$ cat src/rtl/sram_write_buffer.sv
// Posted-write buffer between the data cache controller and the SRAM controller.
// Define WBUF_FORWARD_EN to forward loads that hit a queued store and let read misses bypass the queue.
module sram_write_buffer #(
  parameter int unsigned DEPTH = 4
) (
  input  logic                         clk,
  input  logic                         rst,
  input  logic [31:0]                  address,
  input  logic [31:0]                  wdata,
  input  logic                         read,
  input  logic                         write,
  output logic [31:0]                  rdata,
  output logic                         ready,
  output logic [31:0]                  sram_address,
  output logic [31:0]                  sram_wdata,
  output logic                         sram_read,
  output logic                         sram_write,
  input  logic [31:0]                  sram_rdata,
  input  logic                         sram_ready,
  output logic [$clog2(DEPTH+1)-1:0]   count
);

  localparam int unsigned PTR_W = $clog2(DEPTH);
  localparam int unsigned CNT_W = $clog2(DEPTH + 1);
  localparam int unsigned TAG_W = 30;

  typedef enum logic [1:0] {
    IDLE  = 2'd0,
    DRAIN = 2'd1,
    READ  = 2'd2,
    RESP  = 2'd3
  } state_t;

  state_t state, state_d;

  logic [TAG_W-1:0] mem_tag  [DEPTH];
  logic [31:0]      mem_data [DEPTH];
  logic [PTR_W-1:0] wr_ptr, rd_ptr;

  logic        full;
  logic        enq, deq;
  logic        rd_req;
  logic        rd_issue;
  logic        fwd_hit;
  logic [31:0] hit_data;

  logic        ready_d;
  logic [31:0] rdata_d;
  logic [31:0] sram_address_d;
  logic [31:0] sram_wdata_d;
  logic        sram_read_d;
  logic        sram_write_d;

  // The byte offset never takes part in matching or SRAM addressing.
  logic unused_addr;
  assign unused_addr = ^address[1:0];

  // Requests are only sampled outside the ready pulse; write wins over read.
  assign full   = (count == CNT_W'(DEPTH));
  assign enq    = write & ~ready & ~full;
  assign rd_req = read & ~write & ~ready;
  assign deq    = (state == DRAIN) & sram_ready;

`ifdef WBUF_FORWARD_EN
  logic             hit;
  logic [PTR_W-1:0] idx;

  // Scan oldest to newest so the newest matching store wins.
  always_comb begin
    hit      = 1'b0;
    hit_data = '0;
    idx      = '0;
    for (int k = 0; k < DEPTH; k++) begin
      idx = rd_ptr + PTR_W'(k);
      if ((CNT_W'(k) < count) && (mem_tag[idx] == address[31:2])) begin
        hit      = 1'b1;
        hit_data = mem_data[idx];
      end
    end
  end

  assign fwd_hit  = rd_req & hit;
  assign rd_issue = rd_req & ~hit;
`else
  // Loads are ordered behind every buffered store.
  assign fwd_hit  = 1'b0;
  assign hit_data = '0;
  assign rd_issue = rd_req & (count == '0);
`endif

  // Entry storage; validity is carried by the pointers and count.
  always_ff @(posedge clk) begin
    if (enq) begin
      mem_tag[wr_ptr]  <= address[31:2];
      mem_data[wr_ptr] <= wdata;
    end
  end

  // FIFO pointers and occupancy.
  always_ff @(posedge clk) begin
    if (rst) begin
      wr_ptr <= '0;
      rd_ptr <= '0;
      count  <= '0;
    end else begin
      if (enq) wr_ptr <= wr_ptr + PTR_W'(1);
      if (deq) rd_ptr <= rd_ptr + PTR_W'(1);
      case ({enq, deq})
        2'b10:   count <= count + CNT_W'(1);
        2'b01:   count <= count - CNT_W'(1);
        default: count <= count;
      endcase
    end
  end

  // SRAM-side state register.
  always_ff @(posedge clk) begin
    if (rst) state <= IDLE;
    else     state <= state_d;
  end

  // Next state: a pending read takes IDLE first, an in-flight drain always completes.
  always_comb begin
    state_d = state;
    case (state)
      IDLE: begin
        if (rd_issue)            state_d = READ;
        else if (count != '0)    state_d = DRAIN;
      end
      DRAIN:   if (sram_ready) state_d = IDLE;
      READ:    if (sram_ready) state_d = RESP;
      RESP:    state_d = IDLE;
      default: state_d = IDLE;
    endcase
  end

  // Next values of the registered outputs.
  always_comb begin
    ready_d        = 1'b0;
    rdata_d        = rdata;
    sram_address_d = sram_address;
    sram_wdata_d   = sram_wdata;
    sram_read_d    = sram_read;
    sram_write_d   = sram_write;
    if (enq) ready_d = 1'b1;
    if (fwd_hit) begin
      ready_d = 1'b1;
      rdata_d = hit_data;
    end
    case (state)
      IDLE: begin
        if (rd_issue) begin
          sram_read_d    = 1'b1;
          sram_address_d = {address[31:2], 2'b00};
        end else if (count != '0) begin
          sram_write_d   = 1'b1;
          sram_address_d = {mem_tag[rd_ptr], 2'b00};
          sram_wdata_d   = mem_data[rd_ptr];
        end
      end
      DRAIN: begin
        if (sram_ready) sram_write_d = 1'b0;
      end
      READ: begin
        if (sram_ready) begin
          sram_read_d = 1'b0;
          rdata_d     = sram_rdata;
          ready_d     = 1'b1;
        end
      end
      default: ;
    endcase
  end

  // Output registers.
  always_ff @(posedge clk) begin
    if (rst) begin
      ready        <= 1'b0;
      rdata        <= '0;
      sram_address <= '0;
      sram_wdata   <= '0;
      sram_read    <= 1'b0;
      sram_write   <= 1'b0;
    end else begin
      ready        <= ready_d;
      rdata        <= rdata_d;
      sram_address <= sram_address_d;
      sram_wdata   <= sram_wdata_d;
      sram_read    <= sram_read_d;
      sram_write   <= sram_write_d;
    end
  end

endmodule

$ cat config.mk
export PLATFORM = sky130hd
export DESIGN_NAME = sram_write_buffer
export DESIGN_NICKNAME = d
export VERILOG_FILES = /design/src/rtl/sram_write_buffer.sv
export SDC_FILE = /design/constraint.sdc
export NUM_CORES = 1
export LEC_CHECK = 0
export ABC_AREA = 1
export BUFFER_PORTS_ARGS = -buffer_cell sky130_fd_sc_hd__buf_2
export CAP_MARGIN = 5
export CORE_MARGIN = 4
export CORE_UTILIZATION = 35
export CTS_BUF_LIST = sky130_fd_sc_hd__clkbuf_8
export CTS_CLUSTER_DIAMETER = 200
export DETAILED_ROUTE_END_ITERATION = 10
export GPL_TIMING_DRIVEN = 0
export SLEW_MARGIN = 0
export SYNTH_ARGS = -nofsm -noshare
export SYNTH_HDL_FRONTEND = slang
export SYNTH_SLANG_ARGS = --single-unit
$ cat constraint.sdc
create_clock -name clk -period 9.5 [get_ports clk]
set_clock_uncertainty 0.05 [all_clocks]
set_input_delay 0.475 -clock clk [delete_from_list [all_inputs] [get_ports clk]]
set_output_delay 0.475 -clock clk [all_outputs]
set_load 0.02 [all_outputs]
## Word level (Yosys, flattened, before mapping)

Memory sizes are Yosys's and may differ from the RTL's. A register that Yosys moved wholly into a read port is not among the register bits.
Index checks and enable logic that the tools add are counted.

| storage, ports and cells | value |
|---|---|
| logic and storage cells | 70 |
| RAM bits | 248 |
| flip-flop bits (word level) | 76 |
| input bits | 101 |
| memories kept | 2 |
| output and inout bits | 102 |

| cells by class | value |
|---|---|
| equal/unequal tests | 12 |
| bitwise gates (word level) | 10 |
| reduce and logical (&&, ||, !) cells | 13 |
| mux-type cells | 20 |
| add/sub/neg operators | 4 |

Memory list:

| memory | words | bits a word | rd ports | clocked after Yosys merged registers in | write ports | RTL line | RTL |
|---|---|---|---|---|---|---|---|
| mem_data | 4 | 32 | 1 | 1 | 1 | 37 | `logic [31:0] mem_data [DEPTH];` |
| mem_tag | 4 | 30 | 1 | 1 | 1 | 36 | `logic [TAG_W-1:0] mem_tag [DEPTH];` |

Operators with widths:

| operator | count |
|---|---|
| two-way mux 32 bit | 2 |
| two-way mux 2 bit | 6 |
| != test 2 bit (second input constant) | 5 |
| AND reduction 3 bit | 3 |
| two-way mux 1 bit | 8 |
| case mux 2 bit (4 select lines) | 1 |
| nonzero test 2 bit | 4 |
| bitwise AND 1 bit | 6 |
| equality test 2 bit (second input constant) | 3 |
| case mux 3 bit (2 select lines) | 1 |
| adder 2 x 1 -> 2 bit (second input constant) | 2 |
| equality test 2 x 1 -> 1 bit (second input constant) | 2 |
| inverter 1 bit | 4 |
| case mux 1 bit (2 select lines) | 2 |
| AND reduction 2 bit | 2 |
| AND reduction 4 bit | 1 |
| adder 3 x 1 -> 3 bit (second input constant) | 1 |
| equality test 3 bit (second input constant) | 1 |
| logical NOT 3 bit | 1 |
| != test 3 bit (second input constant) | 1 |
| nonzero test 3 bit | 1 |
| subtractor 3 x 1 -> 3 bit (second input constant) | 1 |
| logical NOT 2 bit | 1 |

## Longest topological paths before layout

Gate-level depths: netlist of the first run.

| logic depth | value |
|---|---|
| depth in word-level cells | 6 |
| depth in mapped cells | 9 |
| mapped depth without buffers | 9 |

## Worst setup path after synthesis of the first run

No wires, ideal clock.

| timing path | value |
|---|---|
| path type | reg2reg |
| start | register count[0] |
| end | memory mem_data[0][0], enable pin |
| data arrival time | 3,395 ps |
| stages on the path, launching flop included | 5 |
| path buffers | 0 |
| path slack | 5,573 ps |
| period minus slack after synthesis | 3,927 ps |
| setup time | 482 ps |
| data required time | 8,968 ps |
| path through | dfxtp_1 inv_2 nand2_2 o21ai_2 nor2_1 |

| on the way | value |
|---|---|
| word-level cells in the longest chain between the ends | 5 |

RTL lines:

| item | RTL line | RTL |
|---|---|---|
| start, declared | 20 | `output logic [$clog2(DEPTH+1)-1:0] count` |
| start signal, assigned | 109 | `2'b10: count <= count + CNT_W'(1);` |
| start signal, assigned | 110 | `2'b01: count <= count - CNT_W'(1);` |
| start signal, assigned | 111 | `default: count <= count;` |
| equality test 3 bit | 59 | `assign full = (count == CNT_W'(DEPTH));` |
| inverter 1 bit | 60 | `assign enq = write & ~ready & ~full;` |
| bitwise AND 1 bit | 60 |  |
| two-way mux 1 bit | 93 | `if (enq) begin` |
| two-way mux 1 bit (implied by the code) | 95 | `mem_data[wr_ptr] <= wdata;` |
| end, declared | 37 |  |

Every way passes these cells.

## Worst setup path after layout of the first run

| timing path | value |
|---|---|
| start | register ready |
| end | memory mem_data[1][30], enable pin |

| on the way | value |
|---|---|
| word-level cells in the longest chain between the ends | 5 |

RTL lines:

| item | RTL line | RTL |
|---|---|---|
| start, declared | 13 | `output logic ready,` |
| start signal, assigned | 185 | `ready <= ready_d;` |
| inverter 1 bit | 60 |  |
| bitwise AND 1 bit (2 in series) | 60 |  |
| two-way mux 1 bit | 93 |  |
| two-way mux 1 bit (implied by the code) | 95 |  |

Every way passes these cells.

==> results.toml, run 1 <==
[worst_setup_path]
crit_cells = 4
worstSetupStartpoint = "ready"
r2r_start = "ready"
crit_type = "flop to flop"
critPathCaptureType = "flop"
rr_endpoint = "mem_data[1][30]"
cp_num_buf_inv = 1
path_delay_family = "simple AND/OR/NAND/NOR gates"
crit_fanout = 26
crit_end = "mem_data[1][30]"
slowest_stage = "nor2_4"
startpoint_type = "flop"
path_cells = "nor2_1 > o21ai_2 > nor2_4 > buf_12"
worst_path_largest_cell_delay_ns = 0.74
cp.arrival_ns = 2.52
required_ns = 9.79
ff2ff_setup_slack_ns = 7.27
reg2reg_depth = 4

[sta]
max_slew_margin_pct = 41.4
fin_setup_tns_ns = 0
hold-worst-slack_ns = 0.0596
fmaxAchievable_ghz = 0.448
finalSetupViolations = 0
rsz0062_at_grt = "no"
worst_pin_slew_ns = 0.876
period_share_pct = 23.5
finalCriticalPeriod_ns = 2.23
hold_viol = 0
report.final.slew_viol_count = 0

[power_and_ir_drop]
power.density_nw_per_um2 = 263
power_mw = 4.76
ir_drop_mv = 0.143
p_leak_nw = 7.88

[global_routing]
grt.total_usage_pct = 16.5
antenna_found_initial = 2
grt_pass1_wl_um = 58100
grt_overflow_total = 0
grt_max_degree = 27
grt_pass1_vias = 10600

[synthesis]
async_flop_share_pct = 0
synth_enable_flop_cells = 248
ys_ff_latch = 356
synth_flop_cell = "edfxtp_1"
synth.cell_area_um2 = 14300
syn_avg_cell_area_um2 = 9.98
synthCells = 1435
synthDistinctLibCells = 29
ys_seq_area_share_pct = 67.1
synth_warnings = 0

[cells_and_area]
fin_cells = 2358
drive_gt1_share_pct = 19.6
fin_util_pct = 45.2
num-nets-final = 1887
area_growth_pct = 26.6
n_fill_cell = 3822

[die]
io_pins = 203
row_count = 73
die_height_um = 210
die_w_um = 210
dieArea_um2 = 44200
initial_utilization_pct = 35.7
core-area_um2 = 40100

[clocking]
cts_buffer_depth = 3
cts-htree-levels = 2
cts_inserted_buffers = 60
path_clk_slew_ns = 0.06
clock_sink_count = 356
cts_root_buf = "clkbuf_8"
cts_setup_buffers = 0
cts_resized = 0
clkLatencyLatePin_ns = 0.66
cts_tree = "built"

[drt]
num_vias = 10700
wire_per_inst_um = 15.8
ant_nets = 0
dr.pass1.iters = 5
drt_iter0_markers = 679
drc = 0
via_per_inst = 4.52
wirelength_um = 37400

[worst_hold_path]
hp-class = "input pin to flop"
whs_path_depth = 3

[place]
gp_congestion = 0.777
dp_cells = 2167
hpwl_um = 24500
port_buffers = 198

[status]
status = "complete, no violations"

[job]
maxCapViolCount = 0
## cells in the final DEF (no fill, tap or decap), types with 5 or more instances in the layout
cell / count
inv_1: 256
dfxtp_1: 108
buf_4: 9
buf_12: 6
dlygate4sd3_1: 76
buf_2: 236
edfxtp_1: 248
inv_2: 6
a21oi_1: 105
o21ai_0: 123
nor2_4: 5
nor2_1: 160
clkbuf_1: 24
nand3_1: 61
nand2_1: 249
buf_6: 5
clkinv_1: 5
clkinv_2: 9
clkbuf_8: 68
o21ai_1: 45
ha_1: 5
## cells by family after synthesis
kind of cell	count (synthesis)	share of synthesized area [%]
other	1	0.0262
AOI/OAI and AO/OA	274	9.60
buffers and inverters	314	9.07
adders and majority gates	6	0.577
DFF	356	67.1
and+or+nand+nor	483	13.5
xor gates and xnor gates	1	0.0612
## Yosys cell counts, drive strengths merged (2+ instances only)
| master | instances | area (um^2) |
|---|---|---|
| a21oi | 105 | 526 |
| buf | 54 | 322 |
| clkbuf | 25 | 95.1 |
| dfxtp | 108 | 2160 |
| edfxtp | 248 | 7450 |
| ha | 5 | 62.6 |
| inv | 235 | 882 |
| nand2 | 250 | 941 |
| nand3 | 62 | 315 |
| nor2 | 167 | 639 |
| nor3 | 2 | 15.0 |
| o21ai | 169 | 850 |
## cell type report
class,count,area (um^2),share of cell area [%]
well taps,525,657,3.63
diodes,1,2.50,0.0138
clock buffers,68,936,5.17
inverters,235,882,4.87
multi-input cells,766,3440,19.0
flip-flops and latches,356,9610,53.0
plain buffers,79,417,2.30
repair buffers,282,1930,10.6
clock inverters,46,246,1.36
## power by group
part           leakage, nW  internal [mW]  switching [mW]
Sequential            3.15           1.91           0.102
Combinational         4.02          0.459           0.957
Clock                0.711          0.690           0.642
Total                 7.88           3.06            1.70
## flip-flops by register name, summed over array words and instances, names as in the netlist, named ones only
name          flops
wr_ptr            2
sram_write        1
state             2
mem_tag         120
sram_read         1
rd_ptr            2
sram_wdata       32
sram_address     30
ready             1
count             3
mem_data        128
rdata            32
## stage by stage
step                area, um^2  setup slack, ns
floorplan                14300             5.57
global placement         16000             2.81
detailed placement       16200             6.98
CTS                      18100             7.25
global route             18100             7.12
finish                   18100             7.27
## worst min-delay path by stage
stage	from	end	slack, ns
floorplan	wr_ptr[1]	wr_ptr[1]	0.44
global placement	rdata[19]	rdata[19]	0.38
detailed placement	rdata[22]	rdata[22]	0.39
CTS	sram_rdata[12]	rdata[12]	0.0003
global route	sram_rdata[27]	rdata[27]	0.03
finish	sram_rdata[9]	rdata[9]	0.06
## tightest hold or removal path, cell delays in order
cell	delay, ns
buf_2	0.08
o21ai_0	0.07
a21oi_1	0.11
## metal layers
metal	global-route usage, %	wire, um	up-vias
met1	21.3	16200	4918
li1	-	-	5350
met2	27.7	17500	318
met5	0	13	-
met3	3.20	2430	81
met4	6.48	1210	2
## timing repair
action / 4_1_cts / 5_1_grt
hold buffers: 76 / 0
hold endpoints to repair: 261 / 0
setup endpoints to repair: 0 / 0
No activity file was read; power rests on OpenSTA's default activity.
==> run 2: changes to the inputs <==
clock period = 2.08 ns   (was 9.5 ns; I/O delays follow)
==> results.toml, run 2 (synthesis gave the netlist of run 1 again) <==
[worst_setup_path]
cp_num_buf_inv = 1
critPathCaptureType = "flop"
required_ns = 2.56
path_delay_family = "adder cells"
startpoint_type = "flop"
crit_fanout = 9
crit_type = "flop to flop"
cp.arrival_ns = 2.44
worst_path_largest_cell_delay_ns = 0.41
slowest_stage = "fa_1"
path_cells = "inv_2 > nand2_2 > o21ai_4 > ha_2 > fa_1 > o21ai_0 > a21oi_1"

[clocking]
clkLatencyLatePin_ns = 0.65
cts_root_buf = "clkbuf_8"
cts_inserted_buffers = 60
cts_buffer_depth = 3
path_clk_slew_ns = 0.06
clock_sink_count = 356
cts_tree = "built"
cts-htree-levels = 2

[drt]
wirelength_um = 37800
ant_nets = 0
wire_per_inst_um = 15.8
drt_iter0_markers = 621
via_per_inst = 4.54
num_vias = 10800
drc = 0
dr.pass1.iters = 5

[global_routing]
grt_max_degree = 28
grt_pass1_wl_um = 59000
grt.total_usage_pct = 16.8
grt_overflow_total = 0
grt_pass1_vias = 10800
antenna_found_initial = 4

[die]
die_w_um = 210
row_count = 73
initial_utilization_pct = 35.7
core-area_um2 = 40100
die_height_um = 210
dieArea_um2 = 44200
io_pins = 203

[cells_and_area]
drive_gt1_share_pct = 19.7
area_growth_pct = 28.9
n_fill_cell = 3759
fin_cells = 2385
largest_reg_flops = 128
final_cell_mix = "252 x inv_1, 249 x nand2_1, 248 x edfxtp_1"
reg_top3 = "mem_data: 128 flops, mem_tag: 120 flops"
layout_commonest_cell = "inv_1"
regMostFlops = "mem_data"
num-nets-final = 1912
fin_util_pct = 46.0

[sta]
worst_pin_slew_ns = 0.775
hold-worst-slack_ns = 0.159
hold_viol = 0
fmaxAchievable_ghz = 0.510
period_share_pct = 94.3
finalCriticalPeriod_ns = 1.96
report.final.slew_viol_count = 0
max_slew_margin_pct = 48.2
finalSetupViolations = 0
fin_ws_ns = 0.119
fin_setup_tns_ns = 0

[place]
port_buffers = 198
post-place-ws_ns = 0.0968
dp_cells = 2168
gp_congestion = 0.773
hpwl_um = 24600

[worst_hold_path]
hp-class = "input pin to flop"

[power_and_ir_drop]
power.density_nw_per_um2 = 1200
ir_drop_mv = 0.743
p_leak_nw = 8.01

[job]
maxCapViolCount = 0

[status]
status = "complete, no violations"
[run 2: per-stage QoR]
step | power (mW) | instance area [um^2]
floorplan | 13.5 | 14400
global placement | 15.6 | 16000
detailed placement | 15.8 | 16200
CTS | 22.3 | 18400
global route | 23.5 | 18500
finish | 22.1 | 18500
[run 2: cell type report]
type | count | area (um^2) | area share, %
flip-flops and latches | 356 | 9620 | 52.1
inverters | 235 | 882 | 4.78
clock inverters | 48 | 323 | 1.75
multi-input cells | 766 | 3450 | 18.7
diodes | 3 | 7.51 | 0.0407
clock buffers | 66 | 908 | 4.92
plain buffers | 79 | 417 | 2.26
repair buffers | 307 | 2180 | 11.8
well taps | 525 | 657 | 3.56
[run 2: power breakdown]
part           total [mW]  switching [mW]  internal (mW)  leakage, nW
Combinational        6.54            4.39           2.15         4.13
Clock                6.33            2.89           3.43        0.723
Sequential           9.20           0.475           8.72         3.16
Total                22.1            7.76           14.3         8.01
[run 2: routing by layer]
metal | share of wire, % | track usage (%) | up-vias
li1 | - | - | 5400
met1 | 44 | 22.0 | 5092
met2 | 48 | 28.2 | 276
met3 | 5.9 | 3.80 | 60
met4 | 2.3 | 5.29 | 2
met5 | 0.021 | 0 | -
[run 2: final timing paths]
| check | start | end | slack (ns) | cells after the start |
|---|---|---|---|---|
| max | count[0] | count[1] | 0.12 | 7 |
| min | wdata[23] | mem_data[2][23] | 0.16 | 2 |
| max reg2reg | count[0] | count[1] | 0.12 | 7 |
| min reg2reg | rdata[8] | rdata[8] | 0.39 | 2 |
[run 2: timing repair]
action / CTS / global route
resized for setup: 0 / 2
endpoints found under the setup margin: 0 / 10
buffers inserted: 0 / 1
hold buffers: 99 / 0
endpoints found under the hold margin: 322 / 0
